===== src/rtl/mips_pkg.sv =====
// Shared definitions for the MIPS core front end.
// Contents:
//   ADDR_W, INSTR_W - default word-address and instruction widths
//   RESET_PC        - default word address of the first fetch after reset
//   INSTR_NOP       - value shown on the decode bus when no instruction is valid
//   ifetch_state_t  - fetch sequencer states (S_RUN, S_HALTED)
package mips_pkg;

    localparam int          ADDR_W    = 30;
    localparam int          INSTR_W   = 32;
    localparam logic [29:0] RESET_PC  = 30'd0;
    localparam logic [31:0] INSTR_NOP = 32'h0000_0000;

    typedef enum logic [0:0] {
        S_RUN     = 1'b0,
        S_HALTED  = 1'b1
    } ifetch_state_t;

endpackage


===== src/rtl/mod_ifetch_queue.sv =====
// Two-entry {pc, instruction} fetch queue. Entry 0 is always the head, so a
// pop shifts entry 1 down. Flush empties the queue and wins over push/pop.
// Ports:
//   clk, rst               - clock, synchronous active-high reset
//   push, push_pc/instr    - enqueue one word (caller guarantees room)
//   pop                    - discard the head (caller guarantees it is valid)
//   flush                  - drop every entry
//   count                  - number of valid entries (0..2)
//   head_valid/pc/instr    - queue head; pc/instr read 0 when empty
module mod_ifetch_queue
    import mips_pkg::INSTR_NOP;
#(
    parameter int ADDR_W  = 30,
    parameter int INSTR_W = 32
) (
    input  logic               clk,
    input  logic               rst,
    input  logic               push,
    input  logic [ADDR_W-1:0]  push_pc,
    input  logic [INSTR_W-1:0] push_instr,
    input  logic               pop,
    input  logic               flush,
    output logic [1:0]         count,
    output logic               head_valid,
    output logic [ADDR_W-1:0]  head_pc,
    output logic [INSTR_W-1:0] head_instr
);

    logic [ADDR_W-1:0]  pc0_r, pc1_r, pc0_s, pc1_s;
    logic [INSTR_W-1:0] in0_r, in1_r, in0_s, in1_s;
    logic [1:0]         count_r, count_s;

    // Next-state of the two entries and the occupancy count.
    always_comb begin
        pc0_s   = pc0_r;
        pc1_s   = pc1_r;
        in0_s   = in0_r;
        in1_s   = in1_r;
        count_s = count_r;
        if (flush) begin
            count_s = 2'd0;
        end else begin
            case ({push, pop})
                2'b11: begin
                    // Count is unchanged; the new word lands behind whatever remains.
                    if (count_r == 2'd2) begin
                        pc0_s = pc1_r;
                        in0_s = in1_r;
                        pc1_s = push_pc;
                        in1_s = push_instr;
                    end else begin
                        pc0_s = push_pc;
                        in0_s = push_instr;
                    end
                end
                2'b01: begin
                    pc0_s   = pc1_r;
                    in0_s   = in1_r;
                    count_s = count_r - 2'd1;
                end
                2'b10: begin
                    if (count_r == 2'd0) begin
                        pc0_s = push_pc;
                        in0_s = push_instr;
                    end else begin
                        pc1_s = push_pc;
                        in1_s = push_instr;
                    end
                    count_s = count_r + 2'd1;
                end
                default: begin
                    count_s = count_r;
                end
            endcase
        end
    end

    // Entry and count registers.
    always_ff @(posedge clk) begin
        if (rst) begin
            pc0_r   <= '0;
            pc1_r   <= '0;
            in0_r   <= '0;
            in1_r   <= '0;
            count_r <= 2'd0;
        end else begin
            pc0_r   <= pc0_s;
            pc1_r   <= pc1_s;
            in0_r   <= in0_s;
            in1_r   <= in1_s;
            count_r <= count_s;
        end
    end

    assign count      = count_r;
    assign head_valid = (count_r != 2'd0);
    assign head_pc    = head_valid ? pc0_r : {ADDR_W{1'b0}};
    assign head_instr = head_valid ? in0_r : INSTR_W'(INSTR_NOP);

endmodule


===== src/rtl/mod_ifetch_ctrl.sv =====
// Instruction-fetch sequencer. Holds the word-addressed fetch PC, drives the
// combinational instruction ROM, buffers fetched words in a 2-entry queue and
// presents them to decode over a valid/ready handshake. Redirects flush the
// queue and retarget fetch; halt stops new fetches while the queue drains.
// Optional feature macro: IFETCH_PERF_CNT_EN adds perf_fetch_cnt (words
// pushed) and perf_stall_cnt (cycles with if_valid=1 and if_ready=0).
// Ports:
//   clk, rst                          - clock, synchronous active-high reset
//   rom_address / rom_instruction     - ROM address (= fetch pc) and its data
//   redirect_valid / redirect_address - taken branch/jump and its target
//   halt                              - level, blocks new fetches while high
//   if_valid/if_ready/if_instruction/if_pc - decode handshake and head word
//   perf_fetch_cnt, perf_stall_cnt    - performance counters (macro only)
module mod_ifetch_ctrl
    import mips_pkg::ifetch_state_t;
    import mips_pkg::S_RUN;
    import mips_pkg::S_HALTED;
#(
    parameter int                ADDR_W   = 30,
    parameter int                INSTR_W  = 32,
    parameter logic [ADDR_W-1:0] RESET_PC = 30'd0,
    parameter int                QDEPTH   = 2
) (
    input  logic               clk,
    input  logic               rst,
    output logic [ADDR_W-1:0]  rom_address,
    input  logic [INSTR_W-1:0] rom_instruction,
    input  logic               redirect_valid,
    input  logic [ADDR_W-1:0]  redirect_address,
    input  logic               halt,
    output logic               if_valid,
    input  logic               if_ready,
    output logic [INSTR_W-1:0] if_instruction,
    output logic [ADDR_W-1:0]  if_pc
`ifdef IFETCH_PERF_CNT_EN
    ,
    output logic [31:0]        perf_fetch_cnt,
    output logic [31:0]        perf_stall_cnt
`endif
);

    ifetch_state_t     state_r, state_s;
    logic [ADDR_W-1:0] fetch_pc_r, fetch_pc_s;
    logic [1:0]        count_s;
    logic              pop_s, push_s;

    assign pop_s  = if_valid & if_ready;
    // Redirect blocks the push so the stale word at fetch_pc never enters the queue.
    assign push_s = (state_r == S_RUN) & ~halt & ~redirect_valid
                  & ((count_s < 2'(QDEPTH)) | pop_s);

    mod_ifetch_queue #(
        .ADDR_W  (ADDR_W),
        .INSTR_W (INSTR_W)
    ) u_queue (
        .clk        (clk),
        .rst        (rst),
        .push       (push_s),
        .push_pc    (fetch_pc_r),
        .push_instr (rom_instruction),
        .pop        (pop_s),
        .flush      (redirect_valid),
        .count      (count_s),
        .head_valid (if_valid),
        .head_pc    (if_pc),
        .head_instr (if_instruction)
    );

    // Next fetch pc: redirect beats sequential advance; otherwise hold.
    always_comb begin
        fetch_pc_s = fetch_pc_r;
        if (redirect_valid) begin
            fetch_pc_s = redirect_address;
        end else if (push_s) begin
            fetch_pc_s = fetch_pc_r + ADDR_W'(1);
        end else begin
            fetch_pc_s = fetch_pc_r;
        end
    end

    // Run/halt next-state; a redirect never changes the state.
    always_comb begin
        state_s = state_r;
        case (state_r)
            S_RUN: begin
                if (halt) begin
                    state_s = S_HALTED;
                end else begin
                    state_s = S_RUN;
                end
            end
            S_HALTED: begin
                if (!halt) begin
                    state_s = S_RUN;
                end else begin
                    state_s = S_HALTED;
                end
            end
            default: begin
                state_s = S_RUN;
            end
        endcase
    end

    // State and fetch pc registers.
    always_ff @(posedge clk) begin
        if (rst) begin
            state_r    <= S_RUN;
            fetch_pc_r <= RESET_PC;
        end else begin
            state_r    <= state_s;
            fetch_pc_r <= fetch_pc_s;
        end
    end

    assign rom_address = fetch_pc_r;

`ifdef IFETCH_PERF_CNT_EN
    logic [31:0] fetch_cnt_r, stall_cnt_r;

    // Free-running wrap-around counters of pushes and decode stall cycles.
    always_ff @(posedge clk) begin
        if (rst) begin
            fetch_cnt_r <= 32'd0;
            stall_cnt_r <= 32'd0;
        end else begin
            fetch_cnt_r <= fetch_cnt_r + {31'd0, push_s};
            stall_cnt_r <= stall_cnt_r + {31'd0, (if_valid & ~if_ready)};
        end
    end

    assign perf_fetch_cnt = fetch_cnt_r;
    assign perf_stall_cnt = stall_cnt_r;
`else
    // No performance counters in this build.
`endif

endmodule

===== config.mk =====
export PLATFORM = sky130hd
export DESIGN_NAME = mod_ifetch_ctrl
export DESIGN_NICKNAME = d
export VERILOG_FILES = /design/src/rtl/mips_pkg.sv /design/src/rtl/mod_ifetch_queue.sv /design/src/rtl/mod_ifetch_ctrl.sv
export SDC_FILE = /design/constraint.sdc
export NUM_CORES = 1
export LEC_CHECK = 0
export ABC_AREA = 1
export BUFFER_PORTS_ARGS = -buffer_cell sky130_fd_sc_hd__clkbuf_2
export CAP_MARGIN = 20
export CORE_ASPECT_RATIO = 0.5
export CORE_UTILIZATION = 35
export DETAILED_ROUTE_END_ITERATION = 6
export MAX_ROUTING_LAYER = met4
export PLACE_DENSITY = 0.51
export SETUP_SLACK_MARGIN = 0.3
export SLEW_MARGIN = 15
export SYNTH_ARGS = -nofsm -noshare
export SYNTH_HDL_FRONTEND = slang
export SYNTH_SLANG_ARGS = --single-unit

===== constraint.sdc =====
create_clock -name clk -period 2.43 [get_ports clk]
set_input_delay 0.3645 -clock clk [delete_from_list [all_inputs] [get_ports clk]]
set_output_delay 0.3645 -clock clk [all_outputs]
set_load 0.05 [all_outputs]

== Yosys cells after proc, flatten, opt, wreduce, memory -nomap -nowiden ==
Index checks and enable logic that the tools add are counted.

* Register bits after elaboration: 157
* Input bits: 67
* Output and inout bits: 93
* Logic and storage cells: 53

* Add/sub/neg operators: 3
* Order comparisons: 1
* Equal/unequal tests: 7
* Muxes and demuxes: 18
* Bitwise logic cells: 8
* Reduce and logical (&&, ||, !) cells: 9

{| class="wikitable"
|+ Operators by type and width
! cell !! number
|-
| $mux W30 || 7
|-
| $mux W32 || 5
|-
| $pmux W32 S3 || 1
|-
| $pmux W30 S3 || 1
|-
| $pmux W32 S2 || 1
|-
| $pmux W30 S2 || 1
|-
| $add A30 B1 Y30 const B || 1
|-
| $reduce_bool A2 Y1 || 4
|-
| $eq A2 B2 Y1 const B || 3
|-
| $and A1 B1 Y1 || 4
|-
| $ne A2 B1 Y1 const B || 2
|-
| $pmux W2 S2 || 1
|-
| $reduce_and A4 Y1 || 1
|-
| $not A1 Y1 || 3
|-
| $reduce_and A3 Y1 || 1
|-
| $reduce_bool A3 Y1 || 1
|-
| $add A2 B1 Y2 const B || 1
|-
| $eq A2 B1 Y1 const B || 1
|-
| $logic_not A2 Y1 || 1
|-
| $lt A2 B2 Y1 const B || 1
|-
| $ne A2 B2 Y1 const B || 1
|-
| $reduce_or A2 Y1 || 1
|-
| $sub A2 B1 Y2 const B || 1
|-
| $mux W1 || 1
|-
| $or A1 B1 Y1 || 1
|}

== Longest topological paths before layout ==
Gate-level depths: netlist (run 1).

* Word-level depth: 7
* Mapped depth: 14
* Mapped depth without buffers: 11

== Hierarchy ==
Synthesis (run 1) repeated with hierarchy kept, for this count alone.

* Cell total of the unflattened synthesis: 1546
* Area total of the unflattened synthesis: 9574.2 um2

{| class="wikitable"
|+ By module, submodules not included
! module !! times used !! cells an instance !! area each (um2) !! seq. area each (um2)
|-
| mod_ifetch_queue || 1 || 1194 || 7413.4 || 2522.4
|-
| mod_ifetch_ctrl || 1 || 352 || 2160.8 || 620.6
|}

== Least setup slack after synthesis (run 1) ==
OpenSTA, ideal clock, no wires.

* Path type: in2reg
* Start: in redirect_valid
* End: reg u_queue.pc0_r[15]
* Setup time: 0.070 ns
* Data arrival time: 2.198 ns
* Required time: 2.360 ns
* Setup slack: 0.163 ns
* Cell stages on the path: 13
* Path buffers: 4
* Path through: buf_2 nor2_1 nand2_1 nor2_2 buf_2 ha_1 inv_2 buf_2 clkbuf_1 nand2_1 nand2_1 o21ai_0 a21oi_1

* Longest elaborated chain between the ends: 6
* Elaborated cells on any way between the ends: 10
* Those cells by class: eq/ne (4); mux (1); bitwise (3); reduce/logical (2)

{| class="wikitable"
|+ Ends and longest elaborated chain
! element !! RTL line !! RTL
|-
| from (decl) || mod_ifetch_ctrl.sv:28 || <nowiki>input logic redirect_valid,</nowiki>
|-
| $not A1 Y1 (no line) * || -- ||
|-
| $and A1 B1 Y1 || mod_ifetch_ctrl.sv:49 || <nowiki>assign push_s = (state_r == S_RUN) & ~halt & ~redirect_valid</nowiki>
|-
| $and A1 B1 Y1 || mod_ifetch_ctrl.sv:50 || <nowiki>& ((count_s < 2'(QDEPTH)) | pop_s);</nowiki>
|-
| $eq A2 B2 Y1 / $eq A2 B1 Y1 (equally long branches) || mod_ifetch_queue.sv:43 || <nowiki>case ({push, pop})</nowiki>
|-
| $ne A2 B1 Y1 (no line) / $reduce_bool A3 Y1 (equally long branches) || -- ||
|-
| $reduce_and A3 Y1 (no line) || -- ||
|-
| to (signal assigned) || mod_ifetch_queue.sv:87 || <nowiki>pc0_r <= pc0_s;</nowiki>
|-
| to (decl) || mod_ifetch_queue.sv:29 || <nowiki>logic [ADDR_W-1:0] pc0_r, pc1_r, pc0_s, pc1_s;</nowiki>
|}

Mark *: on every way between the ends. The rest lies on a longest branch, timed or not.
A chain may end at the register's enable or synchronous reset.

== Final worst setup path (run 1) ==
* Start: reg u_queue.count_r[1] (netlist: u_queue.count[1])
* End: out if_instruction[11]

* Longest elaborated chain between the ends: 2

{| class="wikitable"
|+ Ends and longest elaborated chain
! element !! RTL line !! RTL
|-
| from (decl) || mod_ifetch_queue.sv:31 || <nowiki>logic [1:0] count_r, count_s;</nowiki>
|-
| from (signal assigned) || mod_ifetch_queue.sv:91 || <nowiki>count_r <= count_s;</nowiki>
|-
| $reduce_bool A2 Y1 || mod_ifetch_queue.sv:96 || <nowiki>assign head_valid = (count_r != 2'd0);</nowiki>
|-
| $mux W32 || mod_ifetch_queue.sv:98 || <nowiki>assign head_instr = head_valid ? in0_r : INSTR_W'(INSTR_NOP);</nowiki>
|-
| to (decl) || mod_ifetch_ctrl.sv:33 || <nowiki>output logic [INSTR_W-1:0] if_instruction,</nowiki>
|}

No other way between the ends.

==> results.cfg, run 1 <==
[placed_design]
hpwl_um = 18300
port_buffers = 159
place_congestion = 0.856
placedCellCount = 1782

[clock_network]
cts.clk_slew.worst_paths_ps = 60
clockBufferDepth = 2
cts-htree-levels = 4
clock_sinks = 157
cts_made_buffers = 17
cts_setup_buffers = 0
root_buffer = clkbuf_16
cts_hold_buf = 0
clkLatencyLatePin_ps = 440
cts_tree = done

[route]
drt_iter0_drc = 798
vias = 9200
postRouteAntennaNets = 0
first_pass_iters = 5
via_per_inst = 5.06
drc_errors = 0
wl_um = 28700
wl_per_cell_um = 15.8

[sta]
fin_tns_setup_ps = 0
fmax_ghz = 0.495
post-route-min-period_ps = 2020
relSlewSlack = 0.566
skew_ps = 7.06
setup_viol = 0
fin_crit_sh = 0.831
finalHoldWorstSlack_ps = 148
tightestPinTransition_ps = 650
hold_viol = 0
finalMaxSlewViolations = 0
rsz0062_at_grt = no

[grt]
gr-total-overflow = 0
grt_max_degree = 71
grt_pass1_vias = 8147
grt.total_usage = 0.225
grt_pass1_wl_um = 43600
antenna_found_initial = 0

[floorplanning]
die-area_um2 = 25300
start_util = 0.358
dieHeight_um = 113
chipWidth_um = 224
rows = 40
num_io_pins = 160
core-area_um2 = 24100

[finish]
num-fill-cells = 2631
diodes = 0
drive_gt1_frac = 0.160
area_delta_synth_final_pct = 22.8
fin_cells = 1819
nets = 1541

[setup_path]
cp.arrival_ps = 1650
critPathKind = register to primary output
path_max_fanout = 63
critPathRequiredTime_ps = 2070
crit_chain = nor2_4, buf_12, nor2_1, clkbuf_2
start_kind = register
ff2ff_path_depth = 10
max_stage_delay_ps = 390
cpMaxStageDelayCell = dfxtp_4
cp_num_buf_inv = 2
worst_r2r_startpoint = u_queue.count[0]
end_kind = primary output
crit_path_start = u_queue.count[1]
cp_top_family = buffers and inverters
cp.depth = 4

[power_and_ir_drop]
p_leak_nw = 4.38
ir_drop_uv = 420
power.density_nw_per_um2 = 685

[synth]
yosysSeqAreaShare = 0.364
postSynthAreaPerCell_um2 = 6.34
yosys.area.top_type_share = 0.364
synth_most_common_cell = nand2_1
synth_async_sr_flop_share = 0
yosysUniqueCellTypes = 28
syn_nets = 1433
synth-edff-count = 0
yosys_warnings = 0
synth_ff_type = dfxtp_1
ys_top_cells_by_count = 235 x nand2_1, 208 x a21oi_1, 205 x inv_1, 178 x o21ai_0, 157 x dfxtp_1
ys_ff_latch = 157
yosysTopAreaCell = dfxtp_1
synthTopCellsByArea = dfxtp_1 36%, a21oi_1 12%, o21ai_0 10%
syn_inst = 1362
synthesis.area_um2 = 8640

[hold_path]
holdPathStages = 3
hold_path.class = primary input to register
worstHoldStart = halt

[flow_run]
maxCapViolations = 0

[status]
status = finished, final reports clean
==> cell type report <==
type | count | area, um2 | area share
clock inverters | 12 | 215 | 0.0203
flip-flops and latches | 157 | 3150 | 0.297
well taps | 336 | 420 | 0.0396
multi-input cells | 900 | 4340 | 0.409
repair buffers | 184 | 1230 | 0.116
inverters | 210 | 797 | 0.0752
clock buffers | 20 | 457 | 0.0431
==> registers in the layout, summed over array words and instances (netlist names) <==
register	count
u_queue.in0_r	32
state_r	1
u_queue.count	2
u_queue.pc1_r	30
rom_address	30
u_queue.pc0_r	30
u_queue.in1_r	32
==> routing by layer <==
layer	part of all wire	GRT usage	up-vias
met4	0.012	0.0731	0
met1	0.51	0.319	4268
met2	0.43	0.322	224
met5	0	-	-
met3	0.045	0.0366	25
li1	-	-	4683
==> cell usage in the layout, fill, tap and decap left out, types with 2 or more instances in the layout <==
cell type     n
nand2_1     235
a21oi_1     208
inv_1       204
o21ai_0     175
clkbuf_2    156
dfxtp_1     155
nor2_1      102
o22ai_1      62
nand3_1      40
o21ai_1      24
clkbuf_16    21
a22oi_1      20
buf_12       12
buf_4         8
a31oi_1       7
bufinv_16     6
nor2_2        5
clkinv_2      5
nor2_4        3
inv_2         3
xor2_1        3
o211ai_1      3
ha_1          3
clkbuf_4      3
nand2_4       2
and2_1        2
clkinvlp_4    2
clkbuf_8      2
==> timing repair <==
action | in CTS | in global routing
gates resized for setup | 7 | 12
gates cloned | 1 | 4
pin swaps | 1 | 0
endpoints found under the setup margin | 124 | 112
==> tightest hold or removal path, cell delays in order <==
cell and delay [ps]:
clkbuf_2 80, inv_1 60, nor2_1 40
==> cells by family after synthesis <==
group	Yosys count	share of synthesized area
AOI/OAI and AO/OA	500	0.308
xor gates and xnor gates	3	0.00304
adders and majority gates	4	0.00580
buffers and inverters	306	0.138
DFF	157	0.364
and+or+nand+nor	392	0.181
==> per-stage QoR <==
stage / setup WS (ps) / total power, W / instance area, um2 / utilization
finish: 412 / 0.00726 / 10600 / 0.440
global route: 309 / 0.00760 / 10600 / 0.440
CTS: 307 / 0.00727 / 10500 / 0.434
detailed placement: 181 / 0.00414 / 9780 / 0.405
global placement: 204 / 0.00411 / 9780 / 0.405
floorplan: 304 / 0.00375 / 8660 / -
==> power by group <==
group	internal (W)	switching (W)	total, W
clock	0.00197	0.00114	0.00311
sequential	0.00273	0.000109	0.00284
combinational	0.000414	0.000896	0.00131
==> final timing paths <==
path	slack, ps	to
setup / recovery	410	if_instruction[11]
hold / removal	150	state_r
setup reg to reg	430	u_queue.pc1_r[27]
hold reg to reg	450	u_queue.in0_r[10]
No activity file was read; power rests on OpenSTA's default activity.
==> inputs of run 2 (changes only) <==
==> constraint.sdc (replaced) <==
create_clock -name clk -period 1.9 [get_ports clk]
set_input_delay 0.285 -clock clk [delete_from_list [all_inputs] [get_ports clk]]
set_output_delay 0.285 -clock clk [all_outputs]
set_load 0.05 [all_outputs]
==> results.cfg, run 2 (synthesis results as in run 1) <==
[route]
via_per_inst = 5.18
drt_iter0_drc = 827
wl_um = 33300
vias = 9885
first_pass_iters = 5
drc_errors = 0
postRouteAntennaNets = 0
wl_per_cell_um = 17.4

[placed_design]
hpwl_um = 18900
place_congestion = 0.898
dpl_worst_slack_ps = -9.75
port_buffers = 159
placedCellCount = 1803

[clock_network]
root_buffer = clkbuf_16
clkLatencyLatePin_ps = 450
clock_sinks = 157
cts-htree-levels = 4
clockBufferDepth = 2
cts.clk_slew.worst_paths_ps = 70
cts_tree = done
cts_made_buffers = 17

[setup_path]
end_kind = register
start_kind = register
critPathRequiredTime_ps = 2230
cp.arrival_ps = 2240
path_max_fanout = 8
critPathKind = register to register

[sta]
tightestPinTransition_ps = 466
hold_viol = 0
finalMaxSlewViolations = 0
setup_viol = 2
skew_ps = 6.05
post-route-min-period_ps = 1910
fmax_ghz = 0.525
rsz0062_at_grt = yes
finalHoldWorstSlack_ps = 72.3
relSlewSlack = 0.689
fin_tns_setup_ps = -7.92
fin_crit_sh = 1.00
layout_setup_ws_ps = -6.51

[finish]
mostFrequentLayoutCells = 208 x nand2_1, 200 x inv_1, 175 x a21oi_1, 132 x dfxtp_1, 128 x o21ai_1
diodes = 0
nets = 1632
drive_gt1_frac = 0.350
fin_cells = 1910
area_delta_synth_final_pct = 60.5
top_regs = u_queue.in0_r x32, u_queue.in1_r x32
final_common_cell = nand2_1

[grt]
grt_pass1_vias = 9135
gr-total-overflow = 0
grt_pass1_wl_um = 50600
antenna_found_initial = 0
grt.total_usage = 0.265
grt_max_degree = 69

[status]
violations = negative setup slack
status = finished, violations left

[floorplanning]
chipWidth_um = 224
num_io_pins = 160
die-area_um2 = 25300
start_util = 0.358
core-area_um2 = 24100
rows = 40
dieHeight_um = 113

[power_and_ir_drop]
ir_drop_uv = 639
power.density_nw_per_um2 = 724
p_leak_nw = 5.46

[flow_run]
maxCapViolations = 0

[hold_path]
hold_path.class = primary input to register
[run 2: changes by cell type in the layout (fill, tap and decap cells not counted), moves of 27 or more]
cell / previous run / this run
buf_8: 0 / 41
o21ai_1: 24 / 128
a21oi_1: 208 / 175
nand2_1: 235 / 208
o21ai_0: 175 / 48
nor2_1: 102 / 28
clkbuf_2: 156 / 89
nor2_4: 3 / 58
a21oi_2: 0 / 31
[run 2: metal layers]
metal,part of all wire,vias to the layer above,track usage
met1,0.48,4631,0.362
met4,0.011,0,0.0676
met2,0.45,307,0.401
li1,-,4915,-
met3,0.053,32,0.0496
met5,0,-,-
[run 2: final timing paths]
check / start / to / slack (ps) / cells after the start
setup / recovery: u_queue.count[1] / u_queue.pc0_r[10] / -7 / 13
hold / removal: halt / state_r / 70 / 3
setup reg to reg: u_queue.count[1] / u_queue.pc0_r[10] / -7 / 13
hold reg to reg: u_queue.in1_r[10] / u_queue.in1_r[10] / 470 / 2
[run 2: cell type report]
type                       instances  area (um2)
multi-input combinational        899        5370
sequential                       157        3190
tap                              336         420
inverter                         210         817
timing repair buffer             275        3440
clock buffer                      20         447
clock inverter                    12         169
timing repair inverter             1        11.3
fill                            2193       10300
[run 2: what timing repair did]
item,CTS,global route
pin swaps,22,64
gates resized for setup,267,262
hold buffers,0,0
buffers inserted,23,15
endpoints found under the setup margin,214,227
gates cloned,26,11
[run 2: critical path: stages (launching register included)]
cell and delay, ps:
dfxtp_4 370, nor2_4 50, buf_6 110, inv_6 60, nand2_8 60, ha_4 330
inv_12 80, buf_8 150, buf_12 120, buf_16 130, nand2_1 60, nand2_1 60
o21ai_1 140, a21oi_1 60
[run 2: through the flow]
stage / power, W / instance area [um2] / util
global route: 0.0104 / 13900 / 0.575
floorplan: 0.00494 / 9080 / -
global placement: 0.00540 / 10200 / 0.424
detailed placement: 0.00543 / 10200 / 0.424
finish: 0.0100 / 13900 / 0.575
CTS: 0.00975 / 12800 / 0.530
[run 2: report_power, final]
| group | total [W] | internal [W] | switching [W] |
|---|---|---|---|
| sequential | 0.00365 | 0.00350 | 0.000148 |
| combinational | 0.00267 | 0.00114 | 0.00154 |
| clock | 0.00371 | 0.00222 | 0.00149 |
